===== src/rtl/cvw_pkg.sv =====
// Core configuration record; the arbiter only needs XLEN from it.
package cvw;
  typedef struct packed {
    logic [31:0] XLEN;
  } cvw_t;

  localparam cvw_t CVW_DEFAULT = '{XLEN: 32'd32};
endpackage


===== src/rtl/vliw_wb_arbiter_pkg.sv =====
// Shared VLIW writeback definitions: bundle geometry defaults and drain FSM states.
package vliw_wb_arbiter_pkg;
  localparam int NLANES_DEF  = 4;
  localparam int NWPORTS_DEF = 2;

  typedef enum logic {
    IDLE  = 1'b0,
    DRAIN = 1'b1
  } wb_state_e;

  function automatic int idx_w(input int n);
    return (n > 1) ? $clog2(n) : 1;
  endfunction
endpackage


===== src/rtl/vliw_wb_arbiter_prienc.sv =====
// Picks the lowest NWPORTS set request bits and reports, per port, which lane it carries.
module wb_lane_prienc #(
  parameter int NLANES  = 4,
  parameter int NWPORTS = 2,
  parameter int IW      = 2
) (
  input  logic [NLANES-1:0]     req,
  output logic [NLANES-1:0]     grant,
  output logic [NWPORTS-1:0]    port_vld,
  output logic [NWPORTS*IW-1:0] port_idx
);
  int cnt;

  always_comb begin
    grant    = '0;
    port_vld = '0;
    port_idx = '0;
    cnt      = 0;
    for (int i = 0; i < NLANES; i++) begin
      for (int k = 0; k < NWPORTS; k++) begin
        if (req[i] && cnt == k) begin
          grant[i]               = 1'b1;
          port_vld[k]            = 1'b1;
          port_idx[k*IW +: IW]   = IW'(i);
        end
      end
      if (req[i] && cnt < NWPORTS) cnt = cnt + 1;
    end
  end
endmodule


===== src/rtl/vliw_wb_arbiter.sv =====
// Shares NWPORTS regfile write ports among NLANES writeback lanes, zero added latency;
// when a bundle has more effective writes than ports it requests StallW and drains over extra cycles.
module vliw_wb_arbiter
  import vliw_wb_arbiter_pkg::*;
#(
  parameter cvw::cvw_t P       = cvw::CVW_DEFAULT,
  parameter int        NLANES  = NLANES_DEF,
  parameter int        NWPORTS = NWPORTS_DEF
) (
  input  logic                      clk,
  input  logic                      reset,
  input  logic                      FlushW,
  input  logic [NLANES-1:0]         LaneWeW,
  input  logic [NLANES*5-1:0]       LaneRdW,
  input  logic [NLANES*P.XLEN-1:0]  LaneWdW,
  output logic [NWPORTS-1:0]        PortWe,
  output logic [NWPORTS*5-1:0]      PortA,
  output logic [NWPORTS*P.XLEN-1:0] PortWd,
  output logic                      WbStallReq,
  output logic [NLANES-1:0]         LaneDoneW
);
  localparam int XLEN = int'(P.XLEN);
  localparam int IW   = idx_w(NLANES);

  logic [4:0]      rd [NLANES];
  logic [XLEN-1:0] wd [NLANES];
  logic [NLANES-1:0] rd_nz, killed, eligible, grant, remaining;
  logic [NLANES-1:0] served_q, served_d;
  logic [NWPORTS-1:0] port_vld;
  logic [NWPORTS*IW-1:0] port_idx;
  logic active;
  wb_state_e state_q, state_d;

  for (genvar g = 0; g < NLANES; g++) begin : g_unpack
    assign rd[g]    = LaneRdW[g*5 +: 5];
    assign wd[g]    = LaneWdW[g*XLEN +: XLEN];
    assign rd_nz[g] = |rd[g];
  end

  // A later lane writing the same rd supersedes every earlier one in the bundle.
  always_comb begin
    killed = '0;
    for (int i = 0; i < NLANES; i++) begin
      for (int j = i + 1; j < NLANES; j++) begin
        if (LaneWeW[j] && rd_nz[i] && rd[j] == rd[i]) killed[i] = 1'b1;
      end
    end
  end

  assign eligible = LaneWeW & rd_nz & ~killed & ~served_q;

  wb_lane_prienc #(
    .NLANES (NLANES),
    .NWPORTS(NWPORTS),
    .IW     (IW)
  ) u_prienc (
    .req     (eligible),
    .grant   (grant),
    .port_vld(port_vld),
    .port_idx(port_idx)
  );

  assign active     = ~reset & ~FlushW;
  assign remaining  = eligible & ~grant;
  assign WbStallReq = active & (|remaining);
  assign LaneDoneW  = reset ? '1 : (served_q | grant | killed | ~LaneWeW | ~rd_nz);

  always_comb begin
    PortWe = '0;
    PortA  = '0;
    PortWd = '0;
    for (int k = 0; k < NWPORTS; k++) begin
      if (active && port_vld[k]) begin
        PortWe[k]              = 1'b1;
        PortA[k*5 +: 5]        = rd[port_idx[k*IW +: IW]];
        PortWd[k*XLEN +: XLEN] = wd[port_idx[k*IW +: IW]];
      end
    end
  end

  always_comb begin
    state_d  = state_q;
    served_d = WbStallReq ? (served_q | grant) : '0;
    case (state_q)
      IDLE:    if (WbStallReq) state_d = DRAIN;
      DRAIN:   if (!WbStallReq) state_d = IDLE;
      default: state_d = IDLE;
    endcase
  end

  always_ff @(posedge clk) begin
    if (reset) begin
      state_q  <= IDLE;
      served_q <= '0;
    end else begin
      state_q  <= state_d;
      served_q <= served_d;
    end
  end
endmodule


===== config.mk =====
export PLATFORM = sky130hd
export DESIGN_NAME = vliw_wb_arbiter
export DESIGN_NICKNAME = d
export VERILOG_FILES = /design/src/rtl/cvw_pkg.sv /design/src/rtl/vliw_wb_arbiter_pkg.sv /design/src/rtl/vliw_wb_arbiter_prienc.sv /design/src/rtl/vliw_wb_arbiter.sv
export SDC_FILE = /design/constraint.sdc
export NUM_CORES = 1
export LEC_CHECK = 0
export CAP_MARGIN = 20
export CORE_MARGIN = 2
export CORE_UTILIZATION = 35
export CTS_BUF_LIST = sky130_fd_sc_hd__clkbuf_16
export DETAILED_ROUTE_END_ITERATION = 16
export PLACE_DENSITY = 0.75
export SYNTH_ARGS = -nofsm -noshare
export SYNTH_HDL_FRONTEND = slang
export SYNTH_SLANG_ARGS = --single-unit
export TNS_END_PERCENT = 10

===== constraint.sdc =====
create_clock -name clk -period 4.5 [get_ports clk]
set_clock_uncertainty 0.2 [all_clocks]
set_input_delay 0.9 -clock clk [delete_from_list [all_inputs] [get_ports clk]]
set_output_delay 0.9 -clock clk [all_outputs]
set_load 0.02 [all_outputs]

==> out/summary.md <==
Route
• **Iter 0 DRT Violations** 837
• **mean number of vias per cell** 6.38
• **per-cell routed wire length** 23.6 um
• **number of iterations in the first detailed-routing pass** 5
• **number of routed nets with antenna violations** 0
• **post-detailed-routing wire length** 25.1 mm
• **overall via count from detail_route** 6788
• **DR DRC count** 0

Timing
• **worst max-slew margin expressed relative to the limit** 0.573
• **Hold Fails Final Rpt** 0
• **RSZ-0062 raised after global routing** true
• **setup slack of the critical path after layout** -624 ps
• **number of max-slew violations in the final report** 0
• **part of the cycle the worst path needs** 1.14
• **worst-margin pin slew** 641 ps
• **final hold slack** 286 ps
• **Highest Clock Rate** 195 MHz
• **final number of setup-violating endpoints** 79
• **post-route minimum period** 5120 ps

Flow run
• **max-cap violations** 0

Power and ir drop
• **cell area power density** 192 nW/um2
• **clock group share of total power** 0.088
• **reported net switching power** 0.000797 W
• **leakage power figure** 3.98 nW
• **Combinational Power Share** 0.890
• **internal power consumption** 0.000879 W
• **total power** 0.00168 W
• **sequential group share of total power** 0.022
• **Worst VDD drop** 170 uV
• **fraction of power spent switching nets** 0.476

Worst setup path
• **critical path fanouts, max** 10
• **required time reported for the critical path endpoint** 3400 ps
• **arrival time at the worst endpoint** 4020 ps
• **register-to-register setup slack** 2340 ps
• **crit start category** input pin
• **Setup CP Type** input pin to primary output
• **CP Capture Type** primary output

Global routing
• **largest net degree at the start of global routing** 55
• **global-route wire length before repair** 33.9 mm
• **GRT Overall Usage** 0.328
• **total congestion overflow after global routing** 0
• **vias in the first global route** 6610
• **number of antenna violations at the first check in global routing** 0

Clock tree
• **Max Root-Sink Buffers** 2
• **Root Buffer** sky130_fd_sc_hd__clkbuf_16
• **TritonCTS clock tree** yes
• **Skew-Pair Late Insertion Delay** 230 ps
• **clock transition at the registers of the reported paths** 30 ps
• **clock buffer count from CTS** 3
• **# clock sinks** 4
• **number of H-tree levels** 1

Finish
• **Area growth, synth to finish** 113%
• **number of flip-flops in the largest register** 4
• **commonest cells after routing, fill and taps aside** sky130_fd_sc_hd__buf_4 (139), sky130_fd_sc_hd__clkdlybuf4s50_1 (134), sky130_fd_sc_hd__inv_1 (77)
• **final-stage net count** 1083
• **registers with the most flip-flops** served_q: 4 flops
• **Reg with most FFs** served_q
• **antenna fix cells** 0
• **share of the core filled with cells** 0.762
• **leading cell type in the layout, fill and taps excluded** sky130_fd_sc_hd__buf_4
• **ratio of cells with drive above 1 in the final layout** 0.419

Placed design
• **RePlAce Congestion** 1.02
• **worst setup timing slack at the placement stage** -1410 ps
• **Port Buf Inserts** 233
• **hpwl dp** 15.5 mm

Run status
• **result of the run** finished, violations left
• **violations in the final reports** negative setup slack

Logic synthesis
• **EDFF count, synth** 0
• **portion of the post-synthesis area used by sequential elements** 0.0196
• **number of synthesized register bits** 4
• **main flop type after synthesis** sky130_fd_sc_hd__dfxtp_1
• **yosys synthesis warning count** 0
• **post-synthesis area per instance** 6.72 um2
• **Syn Inst Count** 608
• **share of synthesized registers carrying an async set or reset** 0
• **Distinct cells, synth** 51
• **Mapped Area** 4090 um2

Die
• **number of placement rows** 39
• **core area** 11400 um2
• **top-level I/O count** 236
• **floorplan die width** 112 um
• **starting density of the core** 0.358
• **Die Footprint** 12600 um2
• **floorplan die height** 112 um

Worst hold path
• **type of the tightest min-delay check** register to register

Yosys cell counts (2+ instances only):
master                      n  area share
sky130_fd_sc_hd__inv_1     82       0.075
sky130_fd_sc_hd__nand2_1   44       0.040
sky130_fd_sc_hd__clkbuf_1  42       0.039
sky130_fd_sc_hd__mux2i_1   40       0.098
sky130_fd_sc_hd__nand3_1   40       0.049
sky130_fd_sc_hd__a21o_1    38       0.070
sky130_fd_sc_hd__nor3_1    38       0.047
sky130_fd_sc_hd__a32oi_1   37       0.079
sky130_fd_sc_hd__o211a_1   37       0.091
sky130_fd_sc_hd__o211ai_1  37       0.068
sky130_fd_sc_hd__buf_2     25       0.031
sky130_fd_sc_hd__xor2_1    24       0.051
sky130_fd_sc_hd__o311ai_1  22       0.047
sky130_fd_sc_hd__o311ai_0  14       0.030
sky130_fd_sc_hd__nor2_1    10      0.0092
sky130_fd_sc_hd__buf_6      9       0.025
sky130_fd_sc_hd__nor4_1     6      0.0092
sky130_fd_sc_hd__xnor2_1    6       0.013
sky130_fd_sc_hd__a21oi_1    5      0.0061
sky130_fd_sc_hd__buf_4      5      0.0092
sky130_fd_sc_hd__ha_1       5       0.015
sky130_fd_sc_hd__dfxtp_1    4       0.020
sky130_fd_sc_hd__buf_1      3      0.0028
sky130_fd_sc_hd__a211o_1    2      0.0043
sky130_fd_sc_hd__a31oi_1    2      0.0031
sky130_fd_sc_hd__nand2b_1   2      0.0031
sky130_fd_sc_hd__nand4_1    2      0.0031
sky130_fd_sc_hd__o211ai_2   2      0.0061
sky130_fd_sc_hd__o21a_1     2      0.0037
sky130_fd_sc_hd__o21ai_0    2      0.0025
routing by layer:
metal  up-vias  GRT usage  part of all wire
met5         -          0                 0
li1       2898          -                 -
met3       123     0.0459              0.11
met1      3197      0.400              0.38
met4         0      0.137             0.047
met2       570      0.579              0.47
path summary, 6_finish.rpt:
kind                                   from           to  cells past startpoint
worst max-delay path             LaneWeW[0]     PortA[1]                     15
worst min-delay path            served_q[3]  served_q[3]                      2
worst max register to register  served_q[3]  served_q[2]                      8
worst min register to register  served_q[3]  served_q[3]                      2
stage by stage:
| step | cell area [um2] | setup TNS, ps | instances |
|---|---|---|---|
| 2_1_floorplan | 4450 | -12930 | 609 |
| 3_5_place_dp | 7550 | -100290 | 1007 |
| 5_1_grt | 8710 | -42450 | 1064 |
| 4_1_cts | 7970 | -25290 | 1048 |
| 3_3_place_gp | 7550 | -97810 | 1007 |
| 6_report | 8710 | -38770 | 1064 |
kinds of logic (layout without fill, tap and decap cells):
logic type | count (synthesis) | count (layout) | share of synthesized area
buffers and inverters | 167 | 479 | 0.183
AND/OR/NAND/NOR | 152 | 152 | 0.183
AO/OA/AOI/OAI | 209 | 209 | 0.436
flip-flops | 4 | 4 | 0.0196
other | 1 | 2 | 0.000918
adder cells (fa/ha/maj) | 5 | 5 | 0.0153
multiplexers | 40 | 40 | 0.0980
XOR/XNOR | 30 | 30 | 0.0643
repair_timing:
action,4_1_cts,5_1_grt
pin swaps,33,53
buffers inserted,36,10
setup endpoints to repair,79,80
gates resized for setup,430,201
hold buffers,0,0
cloned,2,11
worst max-delay path, cell delays in order:
cell                              delay, ps
sky130_fd_sc_hd__clkdlybuf4s50_1        490
sky130_fd_sc_hd__o21ai_2                 80
sky130_fd_sc_hd__a31oi_1                260
sky130_fd_sc_hd__and3_4                 280
sky130_fd_sc_hd__nand2b_4                90
sky130_fd_sc_hd__ha_4                   290
sky130_fd_sc_hd__nand2_2                 40
sky130_fd_sc_hd__a211o_1                260
sky130_fd_sc_hd__a211o_1                310
sky130_fd_sc_hd__o211ai_4               150
sky130_fd_sc_hd__buf_6                  190
sky130_fd_sc_hd__buf_12                 150
sky130_fd_sc_hd__nand3_1                110
sky130_fd_sc_hd__a32oi_2                230
sky130_fd_sc_hd__buf_4                  180
final cells by class:
type | instances | area [um2]
well taps | 143 | 179
repair buffers | 394 | 3850
fillers | 764 | 2710
clock buffers | 3 | 75.1
flip-flops and latches | 4 | 80.1
inverters | 82 | 313
multi-input cells | 438 | 4210
power groups by stage:
stage / Combinational [W] / Clock, W / Sequential, W
after floorplan: 0.000660 / 0 / 0.0000375
after global placement: 0.00116 / 0 / 0.0000376
after detailed placement: 0.00119 / 0 / 0.0000377
after CTS: 0.00125 / 0.000146 / 0.0000372
after global routing: 0.00154 / 0.000148 / 0.0000374
final: 0.00149 / 0.000147 / 0.0000374
(Power assumes the default switching activity.)
